<file path="src/rtl/alu_vec_pkg.sv">
// Purpose : opcode constants, vector record type, FSM state type and the fixed ALU self-test table.
// Latency : n/a (constants and types only).
// Backpressure: n/a.
// Contents: OP_ADDU..OP_SLT opcodes, vec_t {A, B, ctr, exp_res, exp_zero, exp_ovf}, VEC[VEC_COUNT],
//           state_t for the driver FSM, ovf_checked() helper.
package alu_vec_pkg;

    localparam int VEC_COUNT = 16;
    localparam int VEC_IDX_W = $clog2(VEC_COUNT);

    localparam logic [2:0] OP_ADDU = 3'b000;
    localparam logic [2:0] OP_ADD  = 3'b001;
    localparam logic [2:0] OP_OR   = 3'b010;
    localparam logic [2:0] OP_SUBU = 3'b100;
    localparam logic [2:0] OP_SUB  = 3'b101;
    localparam logic [2:0] OP_SLTU = 3'b110;
    localparam logic [2:0] OP_SLT  = 3'b111;

    typedef struct packed {
        logic [31:0] A;
        logic [31:0] B;
        logic [2:0]  ctr;
        logic [31:0] exp_res;
        logic        exp_zero;
        logic        exp_ovf;
    } vec_t;

    typedef enum logic [2:0] {
        ST_IDLE,
        ST_DRIVE,
        ST_SETTLE,
        ST_CHECK,
        ST_DONE
    } state_t;

    // Operand values are decimal where written as 32'd, hex otherwise.
    // Opcode 3'b011 is unused by the ALU and never appears here.
    localparam vec_t VEC [VEC_COUNT] = '{
        '{32'd16,         32'd18,         OP_ADDU, 32'd34,         1'b0, 1'b0},
        '{32'hFFFF_FFF1,  32'h0000_000F,  OP_ADDU, 32'h0000_0000,  1'b1, 1'b0},
        '{32'h7FFF_FFF1,  32'h0000_000F,  OP_ADD,  32'h8000_0000,  1'b0, 1'b1},
        '{32'h8000_0001,  32'h8000_0001,  OP_ADD,  32'h0000_0002,  1'b0, 1'b1},
        '{32'h1111_1111,  32'h8888_8888,  OP_OR,   32'h9999_9999,  1'b0, 1'b0},
        '{32'd16,         32'd16,         OP_SUBU, 32'h0000_0000,  1'b1, 1'b0},
        '{32'h7FFF_FFFF,  32'hFFFF_FFFF,  OP_SUB,  32'h8000_0000,  1'b0, 1'b1},
        '{32'h8000_0001,  32'h0000_0002,  OP_SUB,  32'h7FFF_FFFF,  1'b0, 1'b1},
        '{32'd16,         32'hFFFF_FFFF,  OP_SLTU, 32'h0000_0001,  1'b0, 1'b0},
        '{32'd16,         32'hFFFF_FFFF,  OP_SLT,  32'h0000_0000,  1'b1, 1'b0},
        '{32'h1234_5678,  32'h1111_1111,  OP_ADDU, 32'h2345_6789,  1'b0, 1'b0},
        '{32'h0000_0005,  32'h0000_0003,  OP_SUB,  32'h0000_0002,  1'b0, 1'b0},
        '{32'h0000_0000,  32'h0000_0000,  OP_OR,   32'h0000_0000,  1'b1, 1'b0},
        '{32'hFFFF_FFFF,  32'h0000_0001,  OP_SLT,  32'h0000_0001,  1'b0, 1'b0},
        '{32'h0000_0001,  32'h0000_0001,  OP_SLTU, 32'h0000_0000,  1'b1, 1'b0},
        '{32'hA5A5_A5A5,  32'h5A5A_5A5A,  OP_SUBU, 32'h4B4B_4B4B,  1'b0, 1'b0}
    };

    // Only the signed add/sub opcodes define Overflow; it is don't-care elsewhere.
    function automatic logic ovf_checked(input logic [2:0] ctr);
        return (ctr == OP_ADD) || (ctr == OP_SUB);
    endfunction

endpackage

</file>
<file path="src/rtl/alu_vec_rom.sv">
// Purpose : combinational lookup of one self-test vector by index.
// Latency : 0 cycles (pure combinational).
// Backpressure: none; output follows idx every cycle.
// Ports   : idx (8b vector index) -> vec (vec_t); out-of-range indices return all zeros.
module alu_vec_rom
    import alu_vec_pkg::*;
(
    input  logic [7:0] idx,
    output vec_t       vec
);

    always_comb begin
        vec = '0;
        if (32'(idx) < 32'(VEC_COUNT)) begin
            vec = VEC[idx[VEC_IDX_W-1:0]];
        end
    end

endmodule

</file>
<file path="src/rtl/alu_vector_driver.sv">
// Purpose : BIST engine that drives the 32-bit ALU from a fixed vector table and checks its outputs.
// Latency : SETTLE_CYC+2 cycles per vector, NUM_VEC*(SETTLE_CYC+2) cycles from first DRIVE to DONE.
// Backpressure: none; start is accepted only in IDLE or DONE and ignored while busy.
// Ports   : clk, rst (sync, active-high), start -> A, B, ALUctr (registered ALU stimulus);
//           Result, Zero, Overflow (ALU response) -> busy, done, pass, fail_cnt.
// Option  : ALU_VEC_CAPTURE_EN adds fail_idx/fail_res/fail_flags holding the first mismatch of a run.
module alu_vector_driver
    import alu_vec_pkg::*;
#(
    parameter int N          = 32,
    parameter int NUM_VEC    = VEC_COUNT,
    parameter int SETTLE_CYC = 1
) (
    input  logic         clk,
    input  logic         rst,
    input  logic         start,
    output logic [N-1:0] A,
    output logic [N-1:0] B,
    output logic [2:0]   ALUctr,
    input  logic [N-1:0] Result,
    input  logic         Zero,
    input  logic         Overflow,
    output logic         busy,
    output logic         done,
    output logic         pass,
    output logic [7:0]   fail_cnt
`ifdef ALU_VEC_CAPTURE_EN
    ,
    output logic [7:0]   fail_idx,
    output logic [N-1:0] fail_res,
    output logic [1:0]   fail_flags
`endif
);

    localparam logic [7:0] LAST_IDX      = 8'(NUM_VEC - 1);
    localparam int         SETTLE_LAST_I = (SETTLE_CYC > 0) ? SETTLE_CYC - 1 : 0;
    localparam logic [3:0] SETTLE_LAST   = 4'(SETTLE_LAST_I);

    state_t       state;
    logic [7:0]   idx;
    logic [3:0]   settle_cnt;
    vec_t         cur_vec;
    logic [N-1:0] exp_res_n;
    logic         mismatch;
    logic         first_fail;

    alu_vec_rom u_rom (
        .idx (idx),
        .vec (cur_vec)
    );

    assign exp_res_n = N'(cur_vec.exp_res);

    // idx is stable from DRIVE through CHECK, so the ROM output seen in CHECK
    // is the same vector that was registered onto A/B/ALUctr.
    always_comb begin
        mismatch = (Result != exp_res_n) || (Zero != cur_vec.exp_zero) ||
                   (ovf_checked(ALUctr) && (Overflow != cur_vec.exp_ovf));
    end

    // fail_cnt is cleared on start, so zero here means no mismatch yet this run.
    assign first_fail = mismatch && (fail_cnt == 8'd0);

    always_ff @(posedge clk) begin
        if (rst) begin
            state      <= ST_IDLE;
            idx        <= '0;
            settle_cnt <= '0;
            A          <= '0;
            B          <= '0;
            ALUctr     <= OP_ADDU;
            busy       <= 1'b0;
            done       <= 1'b0;
            pass       <= 1'b0;
            fail_cnt   <= '0;
`ifdef ALU_VEC_CAPTURE_EN
            fail_idx   <= '0;
            fail_res   <= '0;
            fail_flags <= '0;
`endif
        end else begin
            case (state)
                ST_IDLE, ST_DONE: begin
                    if (start) begin
                        state      <= ST_DRIVE;
                        idx        <= '0;
                        fail_cnt   <= '0;
                        busy       <= 1'b1;
                        done       <= 1'b0;
                        pass       <= 1'b0;
`ifdef ALU_VEC_CAPTURE_EN
                        fail_idx   <= '0;
                        fail_res   <= '0;
                        fail_flags <= '0;
`endif
                    end
                end

                ST_DRIVE: begin
                    A          <= N'(cur_vec.A);
                    B          <= N'(cur_vec.B);
                    ALUctr     <= cur_vec.ctr;
                    settle_cnt <= '0;
                    if (SETTLE_CYC == 0) begin
                        state <= ST_CHECK;
                    end else begin
                        state <= ST_SETTLE;
                    end
                end

                ST_SETTLE: begin
                    if (settle_cnt == SETTLE_LAST) begin
                        state <= ST_CHECK;
                    end else begin
                        settle_cnt <= settle_cnt + 4'd1;
                    end
                end

                ST_CHECK: begin
                    if (mismatch && (fail_cnt != 8'hFF)) begin
                        fail_cnt <= fail_cnt + 8'd1;
                    end
`ifdef ALU_VEC_CAPTURE_EN
                    if (first_fail) begin
                        fail_idx   <= idx;
                        fail_res   <= Result;
                        fail_flags <= {Zero, Overflow};
                    end
`endif
                    if (idx == LAST_IDX) begin
                        state <= ST_DONE;
                        busy  <= 1'b0;
                        done  <= 1'b1;
                        // Include the verdict of the last vector, whose count update lands this same edge.
                        pass  <= (fail_cnt == 8'd0) && !mismatch;
                    end else begin
                        idx   <= idx + 8'd1;
                        state <= ST_DRIVE;
                    end
                end

                default: begin
                    state <= ST_IDLE;
                    busy  <= 1'b0;
                    done  <= 1'b0;
                end
            endcase
        end
    end

`ifndef ALU_VEC_CAPTURE_EN
    // first_fail only feeds the capture registers.
    logic unused_first_fail;
    assign unused_first_fail = first_fail;
`endif

endmodule

</file>
<file path="config.mk">
export PLATFORM = sky130hd
export DESIGN_NAME = alu_vector_driver
export DESIGN_NICKNAME = d
export VERILOG_FILES = /design/src/rtl/alu_vec_pkg.sv /design/src/rtl/alu_vec_rom.sv /design/src/rtl/alu_vector_driver.sv
export SDC_FILE = /design/constraint.sdc
export NUM_CORES = 1
export LEC_CHECK = 0
export ABC_AREA = 1
export BUFFER_PORTS_ARGS = -buffer_cell sky130_fd_sc_hd__clkbuf_2
export CORE_ASPECT_RATIO = 1.5
export CORE_MARGIN = 4
export CORE_UTILIZATION = 41
export DETAILED_ROUTE_END_ITERATION = 8
export PLACE_DENSITY = 0.77
export RECOVER_POWER = 100
export SYNTH_ARGS = -nofsm -noshare
export SYNTH_HDL_FRONTEND = slang
export SYNTH_SLANG_ARGS = --single-unit
</file>
<file path="constraint.sdc">
create_clock -name clk -period 7.25 [get_ports clk]
set_clock_uncertainty 0.2 [all_clocks]
set_input_delay 0.725 -clock clk [delete_from_list [all_inputs] [get_ports clk]]
set_output_delay 0.725 -clock clk [all_outputs]
set_load 0.01 [all_outputs]
</file>
==> results.rst <==
.. list-table::
   :header-rows: 1

   * - Metric
     - Value
   * - Crit path kind
     - reg -> reg
   * - Total number of placement rows
     - 42
   * - Die outline width
     - 86.3 µm
   * - Final setup fails
     - 0
   * - Share of synthesized flip-flops with an asynchronous set or reset
     - 0%
   * - Total routing usage reported by global routing
     - 17.7%
   * - Floorplan die height
     - 126 µm
   * - Vias after detailed routing
     - 3884
   * - Most repeated cell in the gate-level netlist after synthesis
     - nand2_1
   * - Placed wire-length estimate
     - 7770 µm
   * - Detail Route Antenna Nets
     - 0
   * - Critical Path Sink Type
     - flip-flop
   * - Clock Latency Late Sink
     - 290 ps
   * - Max VDD drop
     - 0.142 mV
   * - Count of unresolved DRC violations after routing
     - 0
   * - Final hold violation count
     - 0
   * - Number of post-CTS setup repair buffers
     - 0
   * - Time the worst path needs with I/O delays and setup
     - 3290 ps
   * - Simple-gate share of the synthesized area
     - 38.2%
   * - Max Fanout on Critical Path
     - 12
   * - Share of the synthesized area in the top cell type
     - 28.1%
   * - Element type at the critical path start
     - flip-flop
   * - Post-Syn Area
     - 3770 µm²
   * - Drt pass-1 iters
     - 5
   * - Syn Nets
     - 636
   * - Share of the yosys chip area belonging to registers
     - 28.1%
   * - Number of synthesized flops with an enable pin
     - 0
   * - Via density per instance
     - 5.12
   * - Seq cells post-synth
     - 53
   * - Clock sink count
     - 53
   * - # port buffers
     - 114
   * - Cell count after synthesis
     - 583
   * - Share of final-layout standard cells stronger than drive strength 1
     - 9.41%
   * - Effective utilization at floorplan
     - 42.3%
   * - Synthesized-area fraction occupied by ao, oa, aoi and oai cells
     - 11.5%
   * - Worst endpoint required time
     - 7270 ps
   * - Synthesized-area fraction occupied by adder cells
     - 5.30%
   * - Final worst path period share
     - 45.4%
   * - Fraction of synthesized cell area in xor and xnor cells
     - 0.232%
   * - Global route total overflow
     - 0
   * - Maximum number of pins on one net before global-route repair
     - 39
   * - Library cell occupying the most area in the post-synthesis netlist
     - dfxtp_1
   * - Path category of the worst min-delay check
     - reg -> reg
   * - Count of distinct cell types in the synthesized netlist
     - 36
   * - Largest family of logic cells by synthesized area
     - simple AND/OR/NAND/NOR gates
   * - Status
     - completed
   * - Core box area
     - 8930 µm²
   * - Yosys Warn Count
     - 0
   * - Clock slew at reported path FFs
     - 70 ps
   * - Static Leak
     - 1.86 nW
   * - Antenna violations before repair
     - 0
   * - Hold_buf cts
     - 0
   * - Transition time at the pin with the least slew margin
     - 1120 ps
   * - Number of max-cap violations
     - 0
   * - Clock tree from TritonCTS
     - built
   * - Antenna Cells
     - 0
   * - Pwr dens
     - 219 nW/µm²
   * - Worst hold margin
     - 263 ps
   * - Average routed wire per standard cell
     - 13.0 µm
   * - Post-Route Setup TNS
     - 0 ps
   * - Full die area
     - 10800 µm²
   * - Post_cts resized
     - 0
   * - Num CTS Buffers
     - 5
   * - Max Clk Rate
     - 304 MHz
   * - IO Pins
     - 115
   * - Worst rel slew slack
     - 25.2%
   * - Final Wtd Congestion
     - 0.908
   * - Mux cell area share after synthesis
     - 0%
   * - Number of max-slew violations in the final report
     - 0
   * - Synthesized area per cell
     - 6.47 µm²
   * - Max Buffers Root-to-Sink
     - 2
   * - Vias in the first global route
     - 3672
   * - CTS H-tree depth
     - 2
   * - Cell at the root of the clock tree
     - clkbuf_16
   * - Sum of routed wire length over all layers
     - 9830 µm
   * - RSZ-0062 raised after global routing
     - no
   * - Most used flip-flop cell after synthesis
     - dfxtp_1
   * - Detailed Route Iter0 Violations
     - 234
   * - Nets
     - 700
   * - Arrival time at the worst endpoint
     - 3320 ps
   * - Number of fill cells in the layout
     - 1008
   * - First-pass GRT wire length
     - 16000 µm
   * - Syn-to-layout area delta
     - 9.61%
   * - Commonest cells in the synthesized netlist
     - nand2_1 (137), nor2_1 (66), inv_1 (58)
   * - Synth top area cells
     - dfxtp_1 (28%), nand2_1 (14%), buf_4 (8.4%)
-- power breakdown --
| part | switching, mW | leakage, nW | total (mW) | internal [mW] |
|---|---|---|---|---|
| registers | 0.0332 | 0.431 | 0.358 | 0.325 |
| clock network | 0.103 | 0.0841 | 0.275 | 0.173 |
| logic | 0.181 | 1.34 | 0.271 | 0.0905 |
-- metal layers --
metal  routed length [µm]  vias to the layer above  global-route usage (%)
met1                 3740                     1734                    19.6
met4                  263                        0                    7.89
li1                     -                     1975                       -
met3                  731                       28                    2.37
met2                 5090                      147                    32.7
met5                    0                        -                       0
-- cells in the final DEF (no fill, tap or decap), drive strengths merged, types with 16 or more instances in the layout --
| master | n |
|---|---|
| a21oi | 27 |
| inv | 62 |
| nor2 | 74 |
| nand2 | 145 |
| ha | 16 |
| dfxtp | 53 |
| clkbuf | 121 |
| nand3 | 54 |
| nor3 | 16 |
| o21ai | 39 |
-- flip-flops by register name, summed over array words and instances, names as in the netlist --
| signal | cells |
|---|---|
| state | 3 |
| idx | 8 |
| fail_cnt | 8 |
| settle_cnt | 4 |
| done | 1 |
| A | 12 |
| ALUctr | 3 |
| pass | 1 |
| busy | 1 |
| B | 12 |
-- worst max-delay path, cell delays in order (launching register included) --
cell	delay, ps
dfxtp_1	520
inv_1	250
ha_1	380
inv_1	80
nand2_1	120
nor2_1	290
nand2_1	130
nand2_1	80
nand2_1	40
nor2_1	90
nand3_1	80
nor2_1	120
nand3_1	120
nand2_1	150
nand2_1	260
nand2_1	140
nand2_1	60
nor2_1	120
-- path summary, 6_finish.rpt --
check | start | end | slack [ps] | cells after the start
max reg2reg | idx[0] | fail_cnt[3] | 3960 | 17
min reg2reg | done | done | 260 | 2
min | done | done | 260 | 2
max | idx[0] | fail_cnt[3] | 3960 | 17
-- per-stage QoR --
| step | worst slack, ps | util, % | cell area [µm²] | total power [mW] | cells |
|---|---|---|---|---|---|
| CTS | 4260 | 47.7 | 4260 | 0.923 | 758 |
| detailed placement | 4290 | 45.7 | 4090 | 0.648 | 750 |
| floorplan | 4680 | - | 3770 | 0.575 | 583 |
| finish | 3960 | 46.3 | 4140 | 0.904 | 758 |
| global route | 3610 | 46.3 | 4140 | 0.968 | 758 |
| global placement | 4450 | 45.7 | 4090 | 0.638 | 750 |
-- cells by family after synthesis --
kind of cell	count (synthesis)
buffers and inverters	119
AOI/OAI and AO/OA	80
and+or+nand+nor	314
adders and majority gates	16
xor gates and xnor gates	1
DFF	53
-- cell type report --
cell class                 count  area (µm²)  share of cell area [%]
clock buffer                   7         143                    3.45
clock inverter                 1        30.0                   0.726
inverter                      62         233                    5.62
multi-input combinational    411        2060                    49.8
sequential                    53        1060                    25.6
tap                          110         138                    3.33
timing repair buffer         114         472                    11.4
(Power assumes the default switching activity.)
